===== src/rtl/reg_file_sb_pkg.sv =====
// reg_file_sb_pkg
// Shared widths and types for the register file with pending-write scoreboard.
// No ports; imported by the interface, the counter and the top module.
package reg_file_sb_pkg;

    localparam int DataSize    = 32;
    localparam int RegAddrSize = 5;
    localparam int RegNum      = 32;

    typedef logic [DataSize-1:0]    data_t;
    typedef logic [RegAddrSize-1:0] addr_t;

endpackage : reg_file_sb_pkg


===== src/rtl/reg_file_sb_if.sv =====
// reg_file_sb_if
// Bundles the decoder-side issue/read signals and the write-back port.
//   master : decoder / write-back driver (drives addresses, issue and write-back)
//   slave  : reg_file_sb (returns operands, stall, issueAccept, sbError)
//
// Handshake: an instruction is presented with issueValid=1 and is taken in
// the cycle where issueAccept (= issueValid && !stall) is 1. There is no
// registered ready; while stall=1 the decoder must hold all issue inputs
// stable. The write-back port has no back-pressure: wbEnable=1 always lands.
interface reg_file_sb_if;
    import reg_file_sb_pkg::*;

    addr_t rs1Addr;
    addr_t rs2Addr;
    logic  rs1Used;
    logic  rs2Used;
    logic  issueValid;
    logic  writeEnableReg;
    addr_t writeBackAddrIn;
    logic  wbEnable;
    addr_t wbAddr;
    data_t wbData;
    data_t dataReg1;
    data_t dataReg2;
    logic  stall;
    logic  issueAccept;
    logic  sbError;

    modport master (
        output rs1Addr, rs2Addr, rs1Used, rs2Used, issueValid,
               writeEnableReg, writeBackAddrIn, wbEnable, wbAddr, wbData,
        input  dataReg1, dataReg2, stall, issueAccept, sbError
    );

    modport slave (
        input  rs1Addr, rs2Addr, rs1Used, rs2Used, issueValid,
               writeEnableReg, writeBackAddrIn, wbEnable, wbAddr, wbData,
        output dataReg1, dataReg2, stall, issueAccept, sbError
    );

endinterface : reg_file_sb_if


===== src/rtl/reg_file_sb_sb_counter.sv =====
// sb_counter
// Per-register in-flight write counter: saturating up/down, never wraps.
//   clk, rst     : clock, async active-high reset
//   inc_i        : an accepted issue targets this register
//   dec_i        : a write-back targets this register
//   cnt_o        : current pending count
//   underflow_o  : write-back seen while count is zero (combinational)
//   full_o       : count is at its maximum
module sb_counter #(
    parameter int PEND_W = 2
) (
    input  logic              clk,
    input  logic              rst,
    input  logic              inc_i,
    input  logic              dec_i,
    output logic [PEND_W-1:0] cnt_o,
    output logic              underflow_o,
    output logic              full_o
);

    logic [PEND_W-1:0] cnt_q, cnt_d;

    always_comb begin
        cnt_d = cnt_q;
        // Simultaneous inc and dec cancel out, including at zero.
        if (inc_i && !dec_i) begin
            if (cnt_q != '1) cnt_d = cnt_q + 1'b1;
        end else if (dec_i && !inc_i) begin
            if (cnt_q != '0) cnt_d = cnt_q - 1'b1;
        end
    end

    always_ff @(posedge clk or posedge rst) begin
        if (rst) cnt_q <= '0;
        else     cnt_q <= cnt_d;
    end

    assign cnt_o       = cnt_q;
    assign underflow_o = dec_i && (cnt_q == '0);
    assign full_o      = (cnt_q == '1);

endmodule : sb_counter


===== src/rtl/reg_file_sb.sv =====
// reg_file_sb
// Architectural register file (x1..x31, x0 hard-wired to 0) with a
// pending-write scoreboard that stalls issue on unresolved source operands
// or on a saturated destination counter.
//   clk, rst : clock, async active-high reset
//   bus      : reg_file_sb_if.slave -- issue/read inputs, write-back port,
//              operands, stall, issueAccept, sticky sbError
module reg_file_sb
    import reg_file_sb_pkg::*;
#(
    parameter int PEND_W = 2
) (
    input  logic         clk,
    input  logic         rst,
    reg_file_sb_if.slave bus
);

    data_t             regs_q [RegNum];
    logic [PEND_W-1:0] pend   [RegNum];
    logic [RegNum-1:0] inc, dec, underflow, full;
    logic              hazard1, hazard2, full_hazard, stall, issue_accept;
    logic              err_q;

    // x0 is never tracked.
    assign pend[0]      = '0;
    assign inc[0]       = 1'b0;
    assign dec[0]       = 1'b0;
    assign underflow[0] = 1'b0;
    assign full[0]      = 1'b0;

    for (genvar r = 1; r < RegNum; r++) begin : g_sb
        assign inc[r] = issue_accept && bus.writeEnableReg &&
                        (bus.writeBackAddrIn == RegAddrSize'(r));
        assign dec[r] = bus.wbEnable && (bus.wbAddr == RegAddrSize'(r));

        sb_counter #(.PEND_W(PEND_W)) u_cnt (
            .clk        (clk),
            .rst        (rst),
            .inc_i      (inc[r]),
            .dec_i      (dec[r]),
            .cnt_o      (pend[r]),
            .underflow_o(underflow[r]),
            .full_o     (full[r])
        );
    end

    // A source whose only outstanding write is landing this cycle is served
    // by the bypass, so it does not stall.
    always_comb begin
        hazard1 = bus.rs1Used && (bus.rs1Addr != '0) && (pend[bus.rs1Addr] != '0) &&
                  !(bus.wbEnable && (bus.wbAddr == bus.rs1Addr) &&
                    (pend[bus.rs1Addr] == PEND_W'(1)));
        hazard2 = bus.rs2Used && (bus.rs2Addr != '0) && (pend[bus.rs2Addr] != '0) &&
                  !(bus.wbEnable && (bus.wbAddr == bus.rs2Addr) &&
                    (pend[bus.rs2Addr] == PEND_W'(1)));
        // A same-cycle write-back frees one slot, so a full counter can accept.
        full_hazard = bus.writeEnableReg && (bus.writeBackAddrIn != '0) &&
                      full[bus.writeBackAddrIn] &&
                      !(bus.wbEnable && (bus.wbAddr == bus.writeBackAddrIn));
        stall        = bus.issueValid && (hazard1 || hazard2 || full_hazard);
        issue_accept = bus.issueValid && !stall;
    end

    always_comb begin
        bus.dataReg1 = '0;
        bus.dataReg2 = '0;
        if (bus.rs1Addr != '0) begin
            if (bus.wbEnable && (bus.wbAddr == bus.rs1Addr)) bus.dataReg1 = bus.wbData;
            else                                             bus.dataReg1 = regs_q[bus.rs1Addr];
        end
        if (bus.rs2Addr != '0) begin
            if (bus.wbEnable && (bus.wbAddr == bus.rs2Addr)) bus.dataReg2 = bus.wbData;
            else                                             bus.dataReg2 = regs_q[bus.rs2Addr];
        end
    end

    always_ff @(posedge clk or posedge rst) begin
        if (rst) begin
            for (int i = 0; i < RegNum; i++) regs_q[i] <= '0;
        end else if (bus.wbEnable && (bus.wbAddr != '0)) begin
            regs_q[bus.wbAddr] <= bus.wbData;
        end
    end

    always_ff @(posedge clk or posedge rst) begin
        if (rst)             err_q <= 1'b0;
        else if (|underflow) err_q <= 1'b1;
    end

    assign bus.stall       = stall;
    assign bus.issueAccept = issue_accept;
    assign bus.sbError     = err_q;

endmodule : reg_file_sb


===== src/flat_wrapper.sv =====
// flat-port wrapper written by rule: the top's interface ports become plain ports
module reg_file_sb_flat import reg_file_sb_pkg::*;
#(
    parameter int PEND_W = 2
)
  (clk, rst, bus_rs1Addr, bus_rs2Addr, bus_rs1Used, bus_rs2Used, bus_issueValid, bus_writeEnableReg, bus_writeBackAddrIn, bus_wbEnable, bus_wbAddr, bus_wbData, bus_dataReg1, bus_dataReg2, bus_stall, bus_issueAccept, bus_sbError);
  reg_file_sb_if bus_i ();
  input  logic clk;
  input  logic rst;
  input wire logic [$bits(bus_i.rs1Addr)-1:0] bus_rs1Addr;
  input wire logic [$bits(bus_i.rs2Addr)-1:0] bus_rs2Addr;
  input wire logic [$bits(bus_i.rs1Used)-1:0] bus_rs1Used;
  input wire logic [$bits(bus_i.rs2Used)-1:0] bus_rs2Used;
  input wire logic [$bits(bus_i.issueValid)-1:0] bus_issueValid;
  input wire logic [$bits(bus_i.writeEnableReg)-1:0] bus_writeEnableReg;
  input wire logic [$bits(bus_i.writeBackAddrIn)-1:0] bus_writeBackAddrIn;
  input wire logic [$bits(bus_i.wbEnable)-1:0] bus_wbEnable;
  input wire logic [$bits(bus_i.wbAddr)-1:0] bus_wbAddr;
  input wire logic [$bits(bus_i.wbData)-1:0] bus_wbData;
  output wire logic [$bits(bus_i.dataReg1)-1:0] bus_dataReg1;
  output wire logic [$bits(bus_i.dataReg2)-1:0] bus_dataReg2;
  output wire logic [$bits(bus_i.stall)-1:0] bus_stall;
  output wire logic [$bits(bus_i.issueAccept)-1:0] bus_issueAccept;
  output wire logic [$bits(bus_i.sbError)-1:0] bus_sbError;
  assign bus_i.rs1Addr = bus_rs1Addr;
  assign bus_i.rs2Addr = bus_rs2Addr;
  assign bus_i.rs1Used = bus_rs1Used;
  assign bus_i.rs2Used = bus_rs2Used;
  assign bus_i.issueValid = bus_issueValid;
  assign bus_i.writeEnableReg = bus_writeEnableReg;
  assign bus_i.writeBackAddrIn = bus_writeBackAddrIn;
  assign bus_i.wbEnable = bus_wbEnable;
  assign bus_i.wbAddr = bus_wbAddr;
  assign bus_i.wbData = bus_wbData;
  assign bus_dataReg1 = bus_i.dataReg1;
  assign bus_dataReg2 = bus_i.dataReg2;
  assign bus_stall = bus_i.stall;
  assign bus_issueAccept = bus_i.issueAccept;
  assign bus_sbError = bus_i.sbError;
  reg_file_sb #(.PEND_W(PEND_W)) u_core (.clk(clk), .rst(rst), .bus(bus_i));
endmodule

===== config.mk =====
export PLATFORM = sky130hd
export DESIGN_NAME = reg_file_sb_flat
export DESIGN_NICKNAME = d
export VERILOG_FILES = /design/src/rtl/reg_file_sb_pkg.sv /design/src/rtl/reg_file_sb_if.sv /design/src/rtl/reg_file_sb_sb_counter.sv /design/src/rtl/reg_file_sb.sv /design/src/flat_wrapper.sv
export SDC_FILE = /design/constraint.sdc
export NUM_CORES = 2
export LEC_CHECK = 0
export ABC_AREA = 1
export BUFFER_PORTS_ARGS = -buffer_cell sky130_fd_sc_hd__buf_2
export CAP_MARGIN = 10
export CORE_MARGIN = 1
export CORE_UTILIZATION = 30
export CTS_CLUSTER_DIAMETER = 80
export DETAILED_ROUTE_END_ITERATION = 7
export PLACE_DENSITY = 0.53
export SETUP_SLACK_MARGIN = 0.5
export SLEW_MARGIN = 10
export SYNTH_ARGS = -nofsm -noshare
export SYNTH_HDL_FRONTEND = slang
export SYNTH_SLANG_ARGS = --single-unit
export TNS_END_PERCENT = 100

===== constraint.sdc =====
create_clock -name clk -period 93.9 [get_ports clk]
set_input_delay 0 -clock clk [delete_from_list [all_inputs] [get_ports clk]]
set_output_delay 0 -clock clk [all_outputs]
set_load 0.005 [all_outputs]

==> summary by stage <==
Run status
The run finished with clean final reports.

Placed design
Buffers placed on the I/O ports in this run total 125. Routability-driven placement finished with a final weighted congestion of 0.900. The post-DP HPWL is 157000 um.

Including well taps, the total number of placed cells is 10255.

Global routing
The via count of the first global-routing pass is 57729. The number of antenna violations at the first check in global routing was 15. For this run the aggregate overflow at the end of global routing stands at 0. The global-route wire length before repair is 415000 um. In the global route stage, overall resource usage came out at 0.274.

Entering global routing, the biggest net connects 128 pins.

Detailed routing
The remaining antenna violation count after routing is 0. Summing over every cut layer, the via total after detailed routing is 61832. After detailed routing, the number of vias per cell comes to 5.88. The total detailed-routing wirelength is 288000 um. After the first detailed-routing iteration, the DRC count stood at 9591. The detailed-router iteration count before antenna repair is 8. In the final routed layout, each cell accounts on average for 27.4 um. In the routed design, unresolved DRC markers number 0.

CTS
The clock drives 1087 sinks. The insertion delay to the later sink of the worst-skew pair is 0.76 ns. Clock-pin slew was measured on the worst setup and hold paths at 0.06 ns.

The number of gates given a new drive strength after cts is 0. The cell sitting at the root of the clock tree is a sky130_fd_sc_hd__clkbuf_16. In this run the deepest clock path goes through 3 buffers.

The H-tree depth reported by CTS is 3. TritonCTS built the clock tree. In this run, CTS created clock tree buffers numbering 118.

The number of setup buffers added after CTS is 0. The hold buffer count at CTS is 40.

Critical path
The category of the critical setup timing path is in2out. The worst register-to-register path begins at u_core.g_sb[21].u_cnt.cnt_o[1]. The worst register-to-register path ends at u_core.g_sb[2].u_cnt.cnt_o[0].

The required time reported for the critical path endpoint is 93.90 ns. The most frequent cell on the critical path is sky130_fd_sc_hd__buf_4. The maximum fanout along the worst path is 44. The slowest stage of the critical path belongs to the cell sky130_fd_sc_hd__clkinv_1. The worst register-to-register path has a depth of 14. The highest cell delay on the worst timing path is 0.78 ns. Traced cell by cell, the critical path runs through buf_6 -> buf_4 -> inv_6 -> buf_4 -> nor2_2 -> clkinv_1 -> a21oi_1 -> o21ai_0 -> o2111ai_1 -> nand3_1 -> o211ai_1 -> inv_1 -> buf_2. For flop-to-flop paths, the worst setup slack is 90.62 ns. STA puts the critical path data arrival time at 4.75 ns.

The worst setup path is captured at an output pin. The startpoint kind of the worst setup timing path is a primary input.

Synthesis
The adder-cell share of the synthesized area is 0.00638. The commonest register cell after synthesis is sky130_fd_sc_hd__dfrtp_1. The number of flops mapped to enable cells by yosys is 0. The number of instances in the synthesized netlist is 8105. In the synthesized netlist, the cells that appear most often are 1905 x sky130_fd_sc_hd__o21ai_0, 1670 x sky130_fd_sc_hd__nand2_1, 1087 x sky130_fd_sc_hd__dfrtp_1.

The share of the Yosys chip area taken by registers is 0.447. Averaged over all synthesized cells, the footprint is 7.50 um^2. The proportion of register bits with asynchronous set or reset after synthesis is 1.00. Of the total synthesized cell area, the portion taken by XOR and XNOR cells is 0.000288. The number of distinct library cells after synthesis is 43. Of the post-synthesis cell area, the part taken by muxes is 0. The share of synthesized area in the top cell type comes to 0.447.

The number of nets in the synthesized netlist is 8195. sky130_fd_sc_hd__o21ai_0 is the most common cell in the netlist. The area fraction in compound gates after synthesis came to 0.281. After synthesis the netlist holds a flip-flop and latch count of 1087. In this run the cell area of the synthesized design comes to 60800 um^2. The combinational family with the most area after synthesis is compound AO/OA/AOI/OAI gates.

The fraction of the mapped netlist area in simple logic gates is 0.170. The cell type contributing the most total cell area after synthesis is sky130_fd_sc_hd__dfrtp_1. By area the synthesized netlist is led by sky130_fd_sc_hd__dfrtp_1 45%, sky130_fd_sc_hd__o21ai_0 16%, sky130_fd_sc_hd__nand2_1 10%. The warning count from the yosys run is 0.

STA
The portion of the clock cycle consumed by the worst path in the final layout is 0.0506. The setup skew after layout is 0.0235 ns. The final count of negative-setup-slack endpoints is 0. For the pin with the worst max-slew slack, the measured transition is 1.31 ns. The worst slew margin relative to its limit is 0.128. The final max-slew violation count is 0. Setup repair after global routing left no endpoint under its margin.

The hold violation count in the final report was 0. The total negative setup slack is 0 ns. The post-layout minimum cycle time is 4.75 ns.

Based on the critical path, the design can be clocked at up to 0.210 GHz.

Hold path
The worst hold path was traced through 7 stages. The path type of the worst min-delay path is in2reg. The startpoint of the most critical hold path is bus_wbAddr[2].

For hold timing, the worst endpoint is u_core.regs_q[63].

Finish
The fraction of layout instances using a drive strength above 1 is 0.0702. The post-synthesis to final-layout area growth is 10.4%. The fill cell instance count of the final layout is 21148. The number of cells in the finished layout apart from fillers is 10509. The layout net count is 7849.

Power
The leakage power is 28.8 nW. The power density over the cells is 20.3 nW/um^2. The peak ir drop on the vdd network is 15.8 uV.

Floorplanning
The I/O pin count is 126. The core area is 200000 um^2. The effective utilization at floorplan is 0.303.

The floorplan has 164 rows. The floorplan step defined a die boundary enclosing 204000 um^2. The width of the chip is 452 um.

The floorplan step set the die height to 452 um.

Job
The number of maximum-capacitance violations is 0.
[state kept, by name (all words and copies together) (netlist names)]
register,cells
u_core.regs_q,1024
u_core.g_sb.u_cnt.cnt_o,62
u_core.bus.sbError,1
[how the worst max path moves through the flow]
stage	from	to	slack, ns	cells past startpoint
3_5_place_dp	bus_rs1Addr[2]	bus_dataReg1[28]	89.41	13
4_1_cts	bus_rs1Addr[2]	bus_dataReg1[28]	89.40	13
3_3_place_gp	bus_rs1Addr[2]	bus_dataReg1[9]	89.41	12
5_1_grt	rst	u_core.regs_q[798]	89.02	8
2_1_floorplan	rst	u_core.bus.sbError	63.30	1
6_report	bus_rs1Addr[2]	bus_dataReg1[31]	89.15	13
[through the flow]
| step | util | total power [W] | hold slack [ns] | cell area, um^2 | setup WS, ns |
|---|---|---|---|---|---|
| 2_1_floorplan | - | 0.000782 | 0.0791 | 60800 | 63.30 |
| 3_5_place_dp | 0.313 | 0.000869 | 0.173 | 62800 | 89.41 |
| 5_1_grt | 0.335 | 0.00143 | 0.0979 | 67100 | 89.02 |
| 6_report | 0.335 | 0.00136 | 0.0730 | 67100 | 89.15 |
| 4_1_cts | 0.335 | 0.00136 | 0.00561 | 67100 | 89.40 |
| 3_3_place_gp | 0.313 | 0.000862 | 0.169 | 62800 | 89.41 |
[area by class of cell]
class	count	area, um^2	share of cell area
Antenna cell	5	12.5	0.000186
Clock buffer	173	3460	0.0515
Clock inverter	36	488	0.00727
Inverter	634	2420	0.0361
Multi-Input combinational cell	5619	28100	0.418
Sequential cell	1087	27200	0.405
Tap cell	2656	3320	0.0495
Timing Repair Buffer	299	2140	0.0319
[worst max-delay path: cells and delay by family]
family                 cells  cell delay [ns]
buffers and inverters      7             2.99
AND/OR/NAND/NOR            2             0.29
AO/OA/AOI/OAI              4             1.18
[kinds of logic (layout without fill, tap and decap cells)]
| kind of cell | Yosys count | count (layout) |
|---|---|---|
| compound gates | 3080 | 3080 |
| xor+xnor | 2 | 2 |
| fa+ha+maj | 31 | 31 |
| flops | 1087 | 1087 |
| simple gates | 2506 | 2506 |
| other cells | 0 | 5 |
| buf+inv | 1399 | 1142 |
[where the power goes]
group / switching (W) / total (W) / internal, W
Clock: 0.000212 / 0.000492 / 0.000281
Sequential: 0.0000516 / 0.000608 / 0.000557
Combinational: 0.000181 / 0.000263 / 0.0000824
Total: 0.000444 / 0.00136 / 0.000920
[routing by layer]
metal	vias up	global-route usage	part of all wire	wire length, um
met2	4064	0.403	0.42	121000
met1	30139	0.384	0.42	119000
li1	26925	-	-	-
met4	4	0.108	0.046	13200
met3	700	0.0641	0.12	34200
met5	-	0	0.000056	16
[cell usage in the layout, fill, tap and decap left out, types with 31 or more instances in the layout]
cell type / instances
sky130_fd_sc_hd__nand2_1: 1663
sky130_fd_sc_hd__a221oi_1: 66
sky130_fd_sc_hd__nor2_1: 274
sky130_fd_sc_hd__buf_4: 133
sky130_fd_sc_hd__o221ai_1: 82
sky130_fd_sc_hd__a21oi_1: 583
sky130_fd_sc_hd__inv_1: 595
sky130_fd_sc_hd__dlygate4sd3_1: 40
sky130_fd_sc_hd__nand3_1: 458
sky130_fd_sc_hd__clkbuf_16: 119
sky130_fd_sc_hd__o211ai_1: 255
sky130_fd_sc_hd__buf_2: 116
sky130_fd_sc_hd__o21bai_1: 31
sky130_fd_sc_hd__dfrtp_1: 1087
sky130_fd_sc_hd__o2111ai_1: 71
sky130_fd_sc_hd__o21ai_0: 1905
sky130_fd_sc_hd__ha_1: 31
Power figures use the tool's default switching activity.
